`config.mk`:
```
export PLATFORM = sky130hd
export DESIGN_NAME = uart_tx_fifo
export DESIGN_NICKNAME = d
export VERILOG_FILES = /design/src/rtl/uart_tx_fifo.sv
export SDC_FILE = /design/constraint.sdc
export NUM_CORES = 1
export LEC_CHECK = 0
export ABC_AREA = 1
export CAP_MARGIN = 30
export CELL_PAD_IN_SITES_DETAIL_PLACEMENT = 0
export CELL_PAD_IN_SITES_GLOBAL_PLACEMENT = 1
export CORE_MARGIN = 2
export CORE_UTILIZATION = 47
export CTS_CLUSTER_SIZE = 28
export DETAILED_ROUTE_END_ITERATION = 8
export GPL_TIMING_DRIVEN = 0
export PLACE_DENSITY_LB_ADDON = 0.08
export SLEW_MARGIN = 25
export SYNTH_ARGS = -nofsm -noshare
export SYNTH_HDL_FRONTEND = slang
export SYNTH_SLANG_ARGS = --single-unit
```
`constraint.sdc`:
```
create_clock -name Clock_100MHz -period 2.6 [get_ports Clock_100MHz]
set_input_delay 0.52 -clock Clock_100MHz [delete_from_list [all_inputs] [get_ports Clock_100MHz]]
set_output_delay 0.52 -clock Clock_100MHz [all_outputs]
set_load 0.05 [all_outputs]
```
`src/rtl/uart_tx_fifo.sv`:
```
// uart_tx_fifo: buffered 8N1 UART transmitter with an internal baud divider.
// Bytes written on TX_Data/TX_Write queue in a small FIFO and are sent on RXD.
// Ports: Clock_100MHz, Reset_n (async, active-low), TX_Data[7:0], TX_Write,
//        TX_Full, TX_Busy, TX_Done (end-of-stop pulse), RXD (idle high).
module uart_tx_fifo #(
  parameter int CLKS_PER_BIT = 10416,
  parameter int FIFO_DEPTH   = 4
) (
  input  logic       Clock_100MHz,
  input  logic       Reset_n,
  input  logic [7:0] TX_Data,
  input  logic       TX_Write,
  output logic       TX_Full,
  output logic       TX_Busy,
  output logic       TX_Done,
  output logic       RXD
);

  localparam int AW = $clog2(FIFO_DEPTH);
  localparam int CW = $clog2(FIFO_DEPTH + 1);
  localparam int BW = $clog2(CLKS_PER_BIT);

  localparam logic [BW-1:0] BAUD_LAST =
    BW'(CLKS_PER_BIT - 1);
  localparam logic [CW-1:0] DEPTH_C =
    CW'(FIFO_DEPTH);

  typedef enum logic [1:0] {
    IDLE,
    START,
    DATA,
    STOP
  } state_t;

  state_t state;
  state_t state_d;

  logic [7:0]    mem [FIFO_DEPTH];
  logic [AW-1:0] wr_ptr;
  logic [AW-1:0] rd_ptr;
  logic [CW-1:0] count;

  logic [BW-1:0] baud;
  logic [BW-1:0] baud_d;
  logic [2:0]    bit_idx;
  logic [2:0]    bit_idx_d;
  logic [7:0]    shift;
  logic [7:0]    shift_d;

  logic rxd_d;
  logic done_d;
  logic push;
  logic pop;
  logic bit_end;

  // Full is judged on the pre-edge count, so a
  // write coinciding with a pop while full is lost.
  assign TX_Full = (count == DEPTH_C);
  assign TX_Busy = (state != IDLE)
                || (count != '0);
  assign push    = TX_Write && !TX_Full;
  assign bit_end = (baud == BAUD_LAST);

  always_comb begin
    state_d   = state;
    baud_d    = baud + 1'b1;
    bit_idx_d = bit_idx;
    shift_d   = shift;
    rxd_d     = RXD;
    done_d    = 1'b0;
    pop       = 1'b0;
    unique case (state)
      IDLE: begin
        baud_d = '0;
        rxd_d  = 1'b1;
        if (count != '0) begin
          pop     = 1'b1;
          shift_d = mem[rd_ptr];
          rxd_d   = 1'b0;
          state_d = START;
        end
      end
      START: begin
        if (bit_end) begin
          baud_d    = '0;
          rxd_d     = shift[0];
          bit_idx_d = '0;
          state_d   = DATA;
        end
      end
      DATA: begin
        if (bit_end) begin
          baud_d = '0;
          if (bit_idx == 3'd7) begin
            rxd_d   = 1'b1;
            state_d = STOP;
          end else begin
            bit_idx_d = bit_idx + 3'd1;
            rxd_d     = shift[bit_idx + 3'd1];
          end
        end
      end
      STOP: begin
        if (bit_end) begin
          baud_d = '0;
          done_d = 1'b1;
          // Chain the next frame with no idle gap.
          if (count != '0) begin
            pop     = 1'b1;
            shift_d = mem[rd_ptr];
            rxd_d   = 1'b0;
            state_d = START;
          end else begin
            state_d = IDLE;
          end
        end
      end
      default: begin
        state_d = IDLE;
      end
    endcase
  end

  always_ff @(posedge Clock_100MHz or negedge Reset_n) begin
    if (!Reset_n) begin
      state   <= IDLE;
      baud    <= '0;
      bit_idx <= '0;
      shift   <= '0;
      RXD     <= 1'b1;
      TX_Done <= 1'b0;
    end else begin
      state   <= state_d;
      baud    <= baud_d;
      bit_idx <= bit_idx_d;
      shift   <= shift_d;
      RXD     <= rxd_d;
      TX_Done <= done_d;
    end
  end

  always_ff @(posedge Clock_100MHz or negedge Reset_n) begin
    if (!Reset_n) begin
      wr_ptr <= '0;
      rd_ptr <= '0;
      count  <= '0;
    end else begin
      if (push) begin
        wr_ptr <= wr_ptr + 1'b1;
      end
      if (pop) begin
        rd_ptr <= rd_ptr + 1'b1;
      end
      if (push && !pop) begin
        count <= count + 1'b1;
      end else if (pop && !push) begin
        count <= count - 1'b1;
      end
    end
  end

  // Storage needs no reset: occupancy gates every read.
  always_ff @(posedge Clock_100MHz) begin
    if (push) begin
      mem[wr_ptr] <= TX_Data;
    end
  end

endmodule

```
# Word level (Yosys, flattened, before mapping)
# Memory sizes are Yosys's and may differ from the RTL's.
# Cells that the tools add are included.
# classes
order_cmp,1
reduce_logical,18
n_addsub,6
muxes,34
eq_ne,13
# op_table
op,count
case mux 14 bit (2 select lines),1
2-to-1 mux 8 bit,2
case mux 8 bit (2 select lines),1
2-to-1 mux 3 bit,5
"adder 14 x 1 -> 14 bit, second input constant",1
"== test 14 bit, second input constant",1
2-to-1 mux 1 bit,14
2-to-1 mux 14 bit,1
"inequality test 2 bit, second input constant",7
2-to-1 mux 2 bit,5
case mux 2 bit (4 select lines),1
AND reduction 4 bit,2
nonzero test 2 bit,4
"adder 3 x 1 -> 3 bit, second input constant",2
"== test 3 bit, second input constant",2
case mux 3 bit (2 select lines),1
AND reduction 5 bit,1
"adder 2 x 1 -> 2 bit, second input constant",2
"== test 2 bit, second input constant",2
"less-than comparator 3 x 4 -> 1 bit, second input constant",1
case mux 1 bit (4 select lines),1
binary-select mux 1 bit (select 3 bit),1
logical AND 1 bit,3
zero test 1 bit,3
8 further kinds,8
# totals
out_inout_bits,4
input_bits,11
ram_bits,32
reg_bits,36
wordCells,82
mem_count,1
# memory_table
name,depth,width,read_ports,rd_clocked_by_memory_dff,wr,line,text
mem,4,8,1,0,1,38,logic [7:0] mem [FIFO_DEPTH];

# Logic depth before layout (Yosys ltp)
# Gate-level depths: netlist (run 1).
# logic_depth
depth_word,7
depth_mapped,13
mapped_depth_nobuf,13

# Least setup slack after synthesis (run 1)
# No wires, ideal clock.
# synth_timing
path_kind,register -> register
from,register baud[0]
to,register count[1]
arrival_ps,2057
slack_ps,418
period_less_slack_ps,2182
setup_time_ps,125
path_stages_with_launch,11
required_ps,2475
n_path_buf,0
path_cell_list,dfrtp_1 ha_1 nand3_2 nor2_2 nand2_2 o21bai_1 nand2_1 ha_1 inv_1 fa_1 mux2_2
# synth_between
elab_chain_cells,6
elab_cells_between_ends,8
classes_between,eq/ne: 1; mux: 3; reduce/logical: 4
# synth_lines
element,line,text
"start, declared",43,logic [BW-1:0] baud;
"start signal, assigned",134,baud <= baud_d;
== test 14 bit *,62,assign bit_end = (baud == BAUD_LAST);
2-to-1 mux 1 bit *,104,if (bit_end) begin
case mux 1 bit (2 select lines) *,72,unique case (state)
zero test 1 bit,154,if (push && !pop) begin
logical AND 1 bit,154,
2-to-1 mux 3 bit / nonzero test 2 bit (equally long branches),-,
"end signal, assigned",155,count <= count + 1'b1;
"end signal, assigned",157,count <= count - 1'b1;
"end, declared",41,logic [CW-1:0] count;
# Every way passes the cells marked *; elsewhere a longest branch is shown, timed or not.
# A chain may end at the register's enable or synchronous reset.

# Final worst setup path (run 1)
# layout_timing
from,register count[0]
to,output TX_Full
# layout_between
elab_chain_cells,1
# layout_lines
element,line,text
== test 3 bit,58,assign TX_Full = (count == DEPTH_C);
"end, declared",13,"output logic TX_Full,"
# Every way passes these cells.

==> results by group, run 1 <==
Outcome
  – Status: finished clean

Logic synthesis
  – XOR/XNOR Fraction of Synth Area: about 2.4%
  – Top FF cell, synth: dfrtp_1
  – Post-Synthesis Cells: ~330
  – Simple-Gate Fraction of Synth Area: between 10% and 20%
  – Register area share after synthesis: a little under three fifths
  – Syn nets: ~360
  – Largest family of logic cells by synthesized area: simple AND/OR/NAND/NOR gates
  – Yosys reg bits: 68
  – EDFF count, synth: 32
  – Post-Synth Adder-Cell Area: 5.581%
  – FFs w/ async S/R, synth: between 50% and 60%
  – Post-synthesis mux area share: 0.3440%
  – Ys Warns: 0
  – Cell variety after synth: 35
  – Compound-gate portion of the synthesized area: 10.13%
  – Synthesized area per cell: between 9 and 10 um2
  – Netlist Area Pre-Place: around 0.0033 mm2

Routing
  – DR WL met2: between 2 and 3 mm
  – WL met3: 167 um
  – DR pass1 iterations: 4
  – Vias after detailed routing: ~2200
  – Routed len/inst: roughly 13 um
  – Top sig layer: met4
  – Post-route ant nets: 0
  – DRC: 0
  – Wire length on met1: ~3.0 mm
  – WL final: just under 6 mm
  – Post-DR vias/cell: 4.973
  – 1st-iter DRT viols: 57

STA
  – Final Critical Period: approximately 2.4 ns
  – Worst-margin pin slew: around 0.84 ns
  – Hold WS: 0.1277 ns
  – Setup slack after layout: about 0.21 ns
  – Sum Neg Setup Slack: 0 ns
  – Clock skew: a little over 0.009 ns
  – Fin. Hold Viols: 0
  – Period utilisation layout: between 90% and 100%
  – Final-report setup violation count: 0
  – Max Clock Freq: 418.5 MHz
  – RSZ-0062 raised after global routing: no
  – Relative slew slack: 43.68%
  – Max Slew Vio Count: 0

Finish
  – P&R area growth vs syn: 15.21%
  – Fillers: 628
  – Post-route cell area: ~0.0038 mm2
  – Multi-input logic area: between 0.001 and 0.0015 mm2
  – Commonest non-fill, non-tap cell in the layout: nand2_1
  – Most frequent cells in the layout: 55 x nand2_1, 50 x nor2_1, 39 x inv_1, 35 x dfrtp_1, 34 x o21ai_0
  – Nets: 384
  – Ratio of cells with drive above 1 in the final layout: roughly 14%
  – # diodes: 0
  – FF+latch area: 0.001863 mm2

Placement
  – Worst slack at placement: between 0.1 and 0.15 ns
  – Placed inst area: about 0.0035 mm2
  – Routability cong.: around 0.77
  – DP Wirelength: 4.180 mm
  – Port Buf Inserts: 14

Hold path
  – Hold Crit Class: in2async

Die
  – IO Pins: 15
  – Die Width: just under 90 um
  – Core area: ~0.0068 mm2
  – Die Span Y: approximately 90 um
  – DIE AREA: between 0.007 and 0.008 mm2
  – Initial Util: 48.44%
  – Row count: 30

Clock tree
  – H-Tree Depth: 3
  – Worst-Skew Late Latency: 0.34 ns
  – CTS tree: done
  – Worst-path clk slew: ~0.080 ns
  – Clock Path Buffers: 2
  – Root Buffer: clkbuf_8
  – Post CTS Setup Buffer Count: 0
  – Cts bufs inserted: 9
  – CTS Sinks: between 60 and 70

Setup path
  – Critical Path Fanout Max: 3
  – Req. time, crit path: 2.08 ns
  – Arrival time worst endpoint: ~1.9 ns
  – Critical Path End Type: output port
  – CP Launch Type: flop
  – Critical path class: reg2out

GRT
  – Pin count of the biggest net entering global routing: 20
  – Vias in the first global route: around 2200
  – First-pass GRT wire length: between 10 and 15 mm
  – Initial antenna violation count: 0
  – Remaining global-route overflow: 0
  – GRT Total Usage: roughly 18%

Power
  – Clock power frac: approximately 37%
  – Worst VDD drop: 0.6142 mV
  – Internal cell power: between 1.5 and 2 mW
  – Net Sw Power: just over 0.7 mW
  – Combinational Power Share: 13.5%
  – Sw frac: between 20 and 30%
  – Sequential Power Share: slightly below 50%
  – Total power: 2.682 mW
  – Leak pwr: 1.648 nW
  – Pwr per Cell Area: 711.2 mW/mm2

Flow run
  – Maxcap violations: 0
[flip-flops by register name, summed over array words and instances (netlist names)]
name,flops
mem,32
baud,14
shift,8
bit_idx,3
count,3
rd_ptr,2
state,2
wr_ptr,2
RXD,1
TX_Done,1
[power groups by stage]
stage                     sequential (mW)  clock (mW)  combinational (mW)
final                                1.33       0.989               0.362
after global routing                 1.35        1.07               0.415
after CTS                            1.33        1.01               0.370
after detailed placement             1.35           0               0.368
after global placement               1.35           0               0.358
after floorplan                      1.34           0               0.245
[Yosys cell counts, types with 2 or more instances]
cell | n | area share [%]
nand2_1 | 56 | 6.4
nor2_1 | 50 | 5.7
inv_1 | 39 | 4.5
dfrtp_1 | 35 | 27
o21ai_0 | 34 | 5.2
edfxtp_1 | 32 | 29
ha_1 | 13 | 5.0
a21oi_1 | 11 | 1.7
nand3_1 | 10 | 1.5
o21ai_2 | 8 | 2.1
xor2_1 | 6 | 1.6
nor2_2 | 5 | 0.96
buf_2 | 3 | 0.46
nand4_1 | 3 | 0.57
xnor2_1 | 3 | 0.80
clkbuf_1 | 2 | 0.23
inv_2 | 2 | 0.23
nand2_2 | 2 | 0.38
nand2_4 | 2 | 0.69
nor2_4 | 2 | 0.69
[kinds of logic after synthesis]
family	after synthesis
compound gates	57
buf+inv	48
xor+xnor	9
fa+ha+maj	14
mux	1
flops	68
simple gates	136
[area by class of cell]
class | count | area share, %
Timing Repair Buffer | 15 | 4.380
Sequential cell | 68 | 49.40
Tap cell | 80 | 2.654
Clock buffer | 9 | 3.285
Inverter | 41 | 4.081
Clock inverter | 7 | 2.721
Multi-Input combinational cell | 217 | 32.15
Buffer | 7 | 1.327
[worst max-delay path: stages, from the launching register on]
cell	delay [ns]
dfrtp_1	0.42
nor2_1	0.15
nand2_1	0.10
inv_1	0.07
clkdlybuf4s50_1	0.79
[worst paths after layout]
check | startpoint | to | slack, ns | cells past startpoint
max in group asynchronous | Reset_n | baud[1]$_DFF_PN0_ | 2.01 | 2
max reg2reg | baud[0]$_DFF_PN0_ | count[1]$_DFFE_PN0P_ | 0.25 | 10
max | count[0]$_DFFE_PN0P_ | TX_Full | 0.21 | 4
min reg2reg | RXD$_DFFE_PN1P_ | RXD$_DFFE_PN1P_ | 0.47 | 2
min | Reset_n | bit_idx[2]$_DFFE_PN0P_ | 0.13 | 1
min in group Clock_100MHz | RXD$_DFFE_PN1P_ | RXD$_DFFE_PN1P_ | 0.47 | 2
[repair_timing]
item,in CTS,in global routing
hold buffers,0,0
hold endpoints to repair,0,0
setup endpoints to repair,0,2
resized for setup,0,3
[through the flow]
stage / utilization (%) / std cells
floorplan: - / 333
global placement: 52.00 / 427
detailed placement: 52.33 / 428
CTS: 55.69 / 444
global route: 55.81 / 444
finish: 55.81 / 444
[per-layer routing]
layer	global-route usage [%]	vias to the layer above
met5	0	-
met4	6.853	0
met3	3.981	9
met2	27.41	34
met1	24.97	1026
li1	-	1139
No activity file was read; power rests on OpenSTA's default activity.
==> run 2, diff against run 1 <==
Settings changed: ABC_AREA 1 to default, CORE_MARGIN 2 to 3, CORE_UTILIZATION 47 to 50.
==> run 2 against run 1 <==
Net effect: clock skew shrank 0.0031 ns; sequential share of layout area grew 1.5 points; die area shrank 3.0%.
==> results by group, run 2 <==
Routing
  – DRC: 0 (unchanged)
  – Routed len/inst: 16.92 um (was 13.34 um)
  – Post-route ant nets: 0 (unchanged)
  – 1st-iter DRT viols: 115 (was 57)
  – Post-DR vias/cell: 5.743 (was 4.973)
  – WL final: 5.788 mm (was 5.924 mm)
  – DR pass1 iterations: 4 (unchanged)
  – Vias after detailed routing: 1964 (was 2208)

Logic synthesis
  – Ys Warns: 0 (unchanged)
  – Top FF cell, synth: dfrtp_1 (unchanged)
  – Post-Synthesis Cells: 237 (was 333)
  – Yosys reg bits: 68 (unchanged)
  – Top area cells in the synthesized netlist: edfxtp_1 30%, dfrtp_1 27%, mux4_2 6.3%, ha_1 5.1%, mux2_2 3.5% (was edfxtp_1 29%, dfrtp_1 27%, nand2_1 6.4%, nor2_1 5.7%, o21ai_0 5.2%)
  – Largest area contributor in the netlist: edfxtp_1 (unchanged)
  – Cell variety after synth: 50 (was 35)
  – Netlist Area Pre-Place: 0.003211 mm2 (was 0.003273 mm2)
  – EDFF count, synth: 32 (unchanged)
  – Cell with the most instances after synthesis: dfrtp_1 (was nand2_1)
  – Syn nets: 262 (was 358)
  – FFs w/ async S/R, synth: 52.94% (unchanged)
  – Top cell type's share of synthesized area: 29.93% (was 29.36%)
  – Synth cell count leaders: 35 x dfrtp_1, 32 x edfxtp_1, 19 x nor2_1, 13 x ha_1, 11 x xor2_1 (was 56 x nand2_1, 50 x nor2_1, 39 x inv_1, 35 x dfrtp_1, 34 x o21ai_0)
  – Register area share after synthesis: 58.03% (was 56.92%)
  – Synthesized area per cell: 13.55 um2 (was 9.829 um2)

Outcome
  – Status: finished clean (unchanged)

Finish
  – Most frequent cells in the layout: 35 x dfrtp_1, 32 x edfxtp_1, 19 x nor2_1, 12 x clkdlybuf4s50_1 (was 55 x nand2_1, 50 x nor2_1, 39 x inv_1, 35 x dfrtp_1, 34 x o21ai_0)
  – Ratio of cells with drive above 1 in the final layout: 20.22% (was 14.29%)
  – # diodes: 0 (unchanged)
  – Largest regs: mem: 32 flops, baud: 14 flops, shift: 8 flops (unchanged)
  – Commonest non-fill, non-tap cell in the layout: dfrtp_1 (was nand2_1)
  – Top reg by flops: mem (unchanged)
  – Largest register FFs: 32 (unchanged)
  – Fillers: 477 (was 628)
  – Nets: 287 (was 384)
  – P&R area growth vs syn: 14.11% (was 15.21%)

Clock tree
  – H-Tree Depth: 3 (unchanged)
  – Worst-path clk slew: 0.07 ns (was 0.08 ns)
  – Cts bufs inserted: 9 (unchanged)
  – Worst-Skew Late Latency: 0.34 ns (about the same)
  – CTS Sinks: 68 (unchanged)
  – Root Buffer: clkbuf_8 (unchanged)
  – Clock Path Buffers: 2 (unchanged)
  – CTS tree: done (unchanged)
  – Hold buffer count at cts: 0 (unchanged)

STA
  – RSZ-0062 raised after global routing: no (unchanged)
  – Worst-margin pin slew: 0.6581 ns (was 0.8418 ns)
  – Max Slew Vio Count: 0 (unchanged)
  – Relative slew slack: 56.12% (was 43.68%)
  – Final Critical Period: 2.500 ns (was 2.390 ns)
  – Clock skew: 0.006160 ns (was 0.009241 ns)
  – Period utilisation layout: 96.13% (was 91.91%)
  – Fin. Hold Viols: 0 (unchanged)
  – Hold WS: 0.1518 ns (was 0.1277 ns)
  – Max Clock Freq: 400.1 MHz (was 418.5 MHz)
  – Final-report setup violation count: 0 (unchanged)

GRT
  – Routing usage on met2: 27.19% (was 27.41%)
  – Vias in the first global route: 1974 (was 2173)
  – Met3 Usage GRT: 6.148% (was 3.981%)
  – Initial antenna violation count: 0 (unchanged)
  – First-pass GRT wire length: 9.977 mm (was 10.28 mm)
  – Pin count of the biggest net entering global routing: 20 (unchanged)
  – Remaining global-route overflow: 0 (unchanged)
  – Met1 GRT Util: 24.19% (was 24.97%)
  – GRT busiest layer: met2 (unchanged)
  – GRT Total Usage: 17.91% (was 17.93%)

Die
  – Core area: 0.006061 mm2 (was 0.006756 mm2)
  – DIE AREA: 0.007418 mm2 (was 0.007648 mm2)
  – Die Width: 86.13 um (was 87.45 um)
  – Die Span Y: 86.13 um (was 87.45 um)
  – Row count: 28 (was 30)
  – IO Pins: 15 (unchanged)
  – Initial Util: 52.97% (was 48.44%)

Power
  – Leak pwr: 1.436 nW (was 1.648 nW)
  – Pwr per Cell Area: 1046 mW/mm2 (was 711.2 mW/mm2)
  – Worst VDD drop: 0.5540 mV (was 0.6142 mV)
  – Total power: 3.833 mW (was 2.682 mW)

Hold path
  – Hold Crit Class: in2async (unchanged)

Setup path
  – Crit path to: TX_Busy (was TX_Full)
  – Arrival time worst endpoint: 1.98 ns (was 1.87 ns)
  – Critical Path Fanout Max: 6 (was 3)
  – Req. time, crit path: 2.08 ns (about the same)
  – R2r worst-path depth: 5 (was 10)
  – CP Launch Type: flop (unchanged)
  – CP Launch Point: state[1]$_DFFE_PN0P_ (was count[0]$_DFFE_PN0P_)
  – Reg-to-reg critical path startpoint: baud[4]$_DFF_PN0_ (was baud[0]$_DFF_PN0_)
  – Flop2flop setup slack: 0.13 ns (was 0.25 ns)
  – Critical path class: reg2out (unchanged)
  – Critical Path End Type: output port (unchanged)
  – Reg-to-Reg End: shift[3]$_DFFE_PN0P_ (was count[1]$_DFFE_PN0P_)

Placement
  – DP Wirelength: 4.094 mm (was 4.180 mm)
  – Port Buf Inserts: 14 (unchanged)
  – Routability cong.: 0.7823 (was 0.7682)

Flow run
  – Maxcap violations: 0 (unchanged)
## run 2: critical path, cell delays in order (launching register included)
cell      delay, ns
dfrtp_1        0.42
inv_1          0.15
ha_4           0.19
or4b_2         0.64
clkbuf_4       0.25
## run 2: area by class of cell
type                    instances  area (um2)  area share, %
repair buffers                 15       160.2          4.372
clock buffers                  10       137.6          3.757
flip-flops and latches         68        1863          50.85
inverters                       9       33.78         0.9221
well taps                      75       93.84          2.561
plain buffers                   8       38.79          1.059
multi-input cells             151        1296          35.38
clock inverters                 6       40.04          1.093
## run 2: per-stage QoR
stage | utilization [%] | instances | worst slack, ns | instance area, um2 | setup TNS [ns]
finish | 60.45 | 342 | 0.1005 | 3664 | 0
global route | 60.45 | 342 | 0.003063 | 3664 | 0
CTS | 60.18 | 343 | 0.001513 | 3647 | 0
detailed placement | 57.29 | 327 | -0.1539 | 3472 | -0.2327
global placement | 56.92 | 326 | -0.1506 | 3450 | -0.1577
floorplan | - | 237 | 0.1135 | 3216 | 0
## run 2: timing repair
action                     in CTS  in global routing
setup endpoints to repair       1                  3
gates resized for setup         6                  6
gates cloned                    0                  0
setup buffers                   0                  0
pin swaps                       0                  1
## run 2: how the worst min path moves through the flow
stage | from | cells after the start | end | slack, ns
2_1_floorplan | Reset_n | 0 | TX_Done$_DFF_PN0_ | 0.22
3_3_place_gp | baud[0]$_DFF_PN0_ | 1 | baud[0]$_DFF_PN0_ | 0.47
3_5_place_dp | baud[0]$_DFF_PN0_ | 1 | baud[0]$_DFF_PN0_ | 0.47
4_1_cts | Reset_n | 1 | baud[13]$_DFF_PN0_ | 0.15
5_1_grt | Reset_n | 1 | baud[9]$_DFF_PN0_ | 0.15
6_report | Reset_n | 1 | shift[3]$_DFFE_PN0P_ | 0.15
## run 2: cells by family (layout without fill, tap and decap cells)
family	Yosys count	in the layout	share of synthesized area [%]
buffers and inverters	18	48	2.377
and+or+nand+nor	71	71	12.67
xor gates and xnor gates	14	14	3.819
muxes	22	22	10.76
adders and majority gates	14	14	5.690
AOI/OAI and AO/OA	30	30	6.665
DFF	68	68	58.03
## run 2: report_power, final
part / switching [mW] / internal, mW
Clock: 0.397 / 0.370
Combinational: 0.758 / 0.694
Sequential: 0.186 / 1.43
## run 2: metal layers
layer  routed length [um]  vias to the layer above
li1                     -                      930
met1                 2719                      995
met2                 2742                       34
met3                  259                        5
met4                   66                        0
met5                    0                        -
==> run 3, diff against run 2 <==
Settings changed: ABC_CLOCK_PERIOD_IN_PS from default to 2600, CTS_BUF_LIST from default to sky130_fd_sc_hd__clkbuf_16, CTS_CLUSTER_SIZE 28 to 40.
==> run 3 against run 2 <==
Net effect: clock skew down 0.0015 ns; largest power group unchanged; largest cell class unchanged; power up 7.3%; via count down 0.36%; critical path depth unchanged; global-route usage up 0.23 points; setup slack worse by 0.072 ns; critical endpoint unchanged; worst hold slack better by 0.020 ns; flip-flop and latch count unchanged; fmax down 2.8%; die area unchanged; core utilization up 1.3 points; clock-buffer cell count down 1.
==> results by group, run 3 (synthesized netlist as in run 2, its figures left out) <==
Finish
  – Layout Utilization: 61.71% (was 60.45%)
  – Top reg by flops: mem (unchanged)
  – Commonest non-fill, non-tap cell in the layout: dfrtp_1 (unchanged)
  – Layout Cells excl Fill: 342 (unchanged)
  – Fillers: 478 (was 477)
  – Most frequent cells in the layout: 35 x dfrtp_1, 32 x edfxtp_1, 19 x nor2_1, 12 x ha_1, 12 x clkdlybuf4s50_1 (was 35 x dfrtp_1, 32 x edfxtp_1, 19 x nor2_1, 12 x clkdlybuf4s50_1)
  – Post-route cell area: 0.003740 mm2 (was 0.003664 mm2)
  – Largest register FFs: 32 (unchanged)
  – # diodes: 0 (unchanged)
  – Largest regs: mem: 32 flops, baud: 14 flops, shift: 8 flops (unchanged)
  – P&R area growth vs syn: 16.48% (was 14.11%)
  – Ratio of cells with drive above 1 in the final layout: 19.10% (was 20.22%)
  – Nets: 287 (unchanged)

Placement
  – Routability cong.: 0.7823 (unchanged)
  – Worst slack at placement: -0.1539 ns (unchanged)
  – Placed inst area: 0.003472 mm2 (unchanged)
  – DP Wirelength: 4.094 mm (unchanged)
  – Port Buf Inserts: 14 (unchanged)
  – Placed cell count: 327 (unchanged)

Setup path
  – Critical Path End Type: output port (unchanged)
  – Arrival time worst endpoint: 2.05 ns (was 1.98 ns)
  – CP Launch Type: flop (unchanged)
  – Critical Path Slowest Stage Cell: or4b_2 (unchanged)
  – Flop2flop setup slack: 0.13 ns (about the same)
  – Critical path class: reg2out (unchanged)
  – Worst path max stage delay: 0.65 ns (was 0.64 ns)
  – Critical Path Fanout Max: 6 (unchanged)
  – R2r worst-path depth: 5 (unchanged)
  – Reg-to-Reg End: shift[5]$_DFFE_PN0P_ (was shift[3]$_DFFE_PN0P_)
  – Reg-to-reg critical path startpoint: baud[4]$_DFF_PN0_ (unchanged)
  – Crit path to: TX_Busy (unchanged)
  – CP Launch Point: state[0]$_DFFE_PN0P_ (was state[1]$_DFFE_PN0P_)
  – Crit-path cells: inv_1, ha_2, or4b_2, buf_2 (was inv_1, ha_4, or4b_2, clkbuf_4)
  – Req. time, crit path: 2.08 ns (about the same)

GRT
  – First-pass GRT wire length: 10.11 mm (was 9.977 mm)
  – Vias in the first global route: 2021 (was 1974)
  – Initial antenna violation count: 0 (unchanged)
  – Pin count of the biggest net entering global routing: 20 (unchanged)
  – GRT Total Usage: 18.13% (was 17.91%)
  – Remaining global-route overflow: 0 (unchanged)

STA
  – Relative slew slack: 59.10% (was 56.12%)
  – Fin. Hold Viols: 0 (unchanged)
  – Clock skew: 0.004637 ns (was 0.006160 ns)
  – Hold WS: 0.1715 ns (was 0.1518 ns)
  – Sum Neg Setup Slack: 0 ns (unchanged)
  – Max Slew Vio Count: 0 (unchanged)
  – Setup slack after layout: 0.02857 ns (was 0.1005 ns)
  – Final-report setup violation count: 0 (unchanged)
  – Period utilisation layout: 98.90% (was 96.13%)
  – RSZ-0062 raised after global routing: yes (was no)
  – Final Critical Period: 2.571 ns (was 2.500 ns)
  – Max Clock Freq: 388.9 MHz (was 400.1 MHz)
  – Worst-margin pin slew: 0.6135 ns (was 0.6581 ns)

Hold path
  – Hold Crit Class: in2async (unchanged)

Routing
  – Vias after detailed routing: 1957 (was 1964)
  – WL final: 5.811 mm (was 5.788 mm)
  – DRC: 0 (unchanged)
  – 1st-iter DRT viols: 146 (was 115)
  – Post-DR vias/cell: 5.722 (was 5.743)
  – Routed len/inst: 16.99 um (was 16.92 um)
  – Post-route ant nets: 0 (unchanged)
  – DR pass1 iterations: 4 (unchanged)

Clock tree
  – Clock Path Buffers: 2 (unchanged)
  – H-Tree Depth: 3 (unchanged)
  – Post CTS Setup Buffer Count: 0 (unchanged)
  – CTS tree: done (unchanged)
  – CTS Sinks: 68 (unchanged)
  – Cts bufs inserted: 9 (unchanged)
  – Worst-Skew Late Latency: 0.32 ns (was 0.34 ns)
  – Worst-path clk slew: 0.05 ns (was 0.07 ns)
  – Root Buffer: clkbuf_16 (was clkbuf_8)

Power
  – Worst VDD drop: 0.6393 mV (was 0.5540 mV)
  – Pwr per Cell Area: 1100 mW/mm2 (was 1046 mW/mm2)
  – Total power: 4.113 mW (was 3.833 mW)
  – Leak pwr: 1.475 nW (was 1.436 nW)

Die
  – DIE AREA: 0.007418 mm2 (unchanged)
  – Core area: 0.006061 mm2 (unchanged)
  – Initial Util: 52.97% (unchanged)
  – IO Pins: 15 (unchanged)
  – Die Span Y: 86.13 um (unchanged)
  – Die Width: 86.13 um (unchanged)
  – Row count: 28 (unchanged)

Flow run
  – Maxcap violations: 0 (unchanged)

Outcome
  – Status: finished clean (unchanged)
-- run 3: power by group --
group	internal (mW)	total [mW]	switching, mW
Clock	0.638	1.07	0.436
Sequential	1.43	1.62	0.186
Combinational	0.667	1.42	0.755
-- run 3: layout make-up --
class | count | area, um2 | area share [%]
clock inverter | 7 | 43.79 | 1.171
buffer | 8 | 38.79 | 1.037
inverter | 9 | 33.78 | 0.9033
tap | 75 | 93.84 | 2.509
clock buffer | 9 | 225.2 | 6.022
timing repair buffer | 15 | 157.7 | 4.215
multi-input combinational | 151 | 1284 | 34.33
sequential | 68 | 1863 | 49.82
-- run 3: repair_timing --
| item | in CTS | in global routing |
|---|---|---|
| resized for setup | 6 | 1 |
| pin swaps | 0 | 1 |
| gates cloned | 0 | 0 |
| hold buffers | 0 | 0 |
| endpoints found under the setup margin | 1 | 2 |
-- run 3: how the worst min path moves through the flow --
stage,start,to,slack [ns],depth (start not counted)
floorplan,Reset_n,TX_Done$_DFF_PN0_,0.22,0
global placement,baud[0]$_DFF_PN0_,baud[0]$_DFF_PN0_,0.47,1
detailed placement,baud[0]$_DFF_PN0_,baud[0]$_DFF_PN0_,0.47,1
CTS,Reset_n,baud[13]$_DFF_PN0_,0.17,1
global route,Reset_n,shift[3]$_DFFE_PN0P_,0.18,1
finish,Reset_n,shift[3]$_DFFE_PN0P_,0.17,1
-- run 3: routing by layer --
| metal | vias to the layer above | global-route usage, % | part of all wire [%] |
|---|---|---|---|
| met5 | - | 0 | 0 |
| met4 | 0 | 7.338 | 2.3 |
| met3 | 12 | 6.052 | 3.7 |
| met2 | 28 | 27.26 | 47 |
| met1 | 985 | 24.25 | 47 |
| li1 | 932 | - | - |
-- run 3: critical path, delay by kind of cell, from the launching register on --
kind                     cells  cell delay [ns]
flip-flops                   1             0.42
AND/OR/NAND/NOR              1             0.65
adder cells (fa/ha/maj)      1             0.26
buffers and inverters        2             0.40
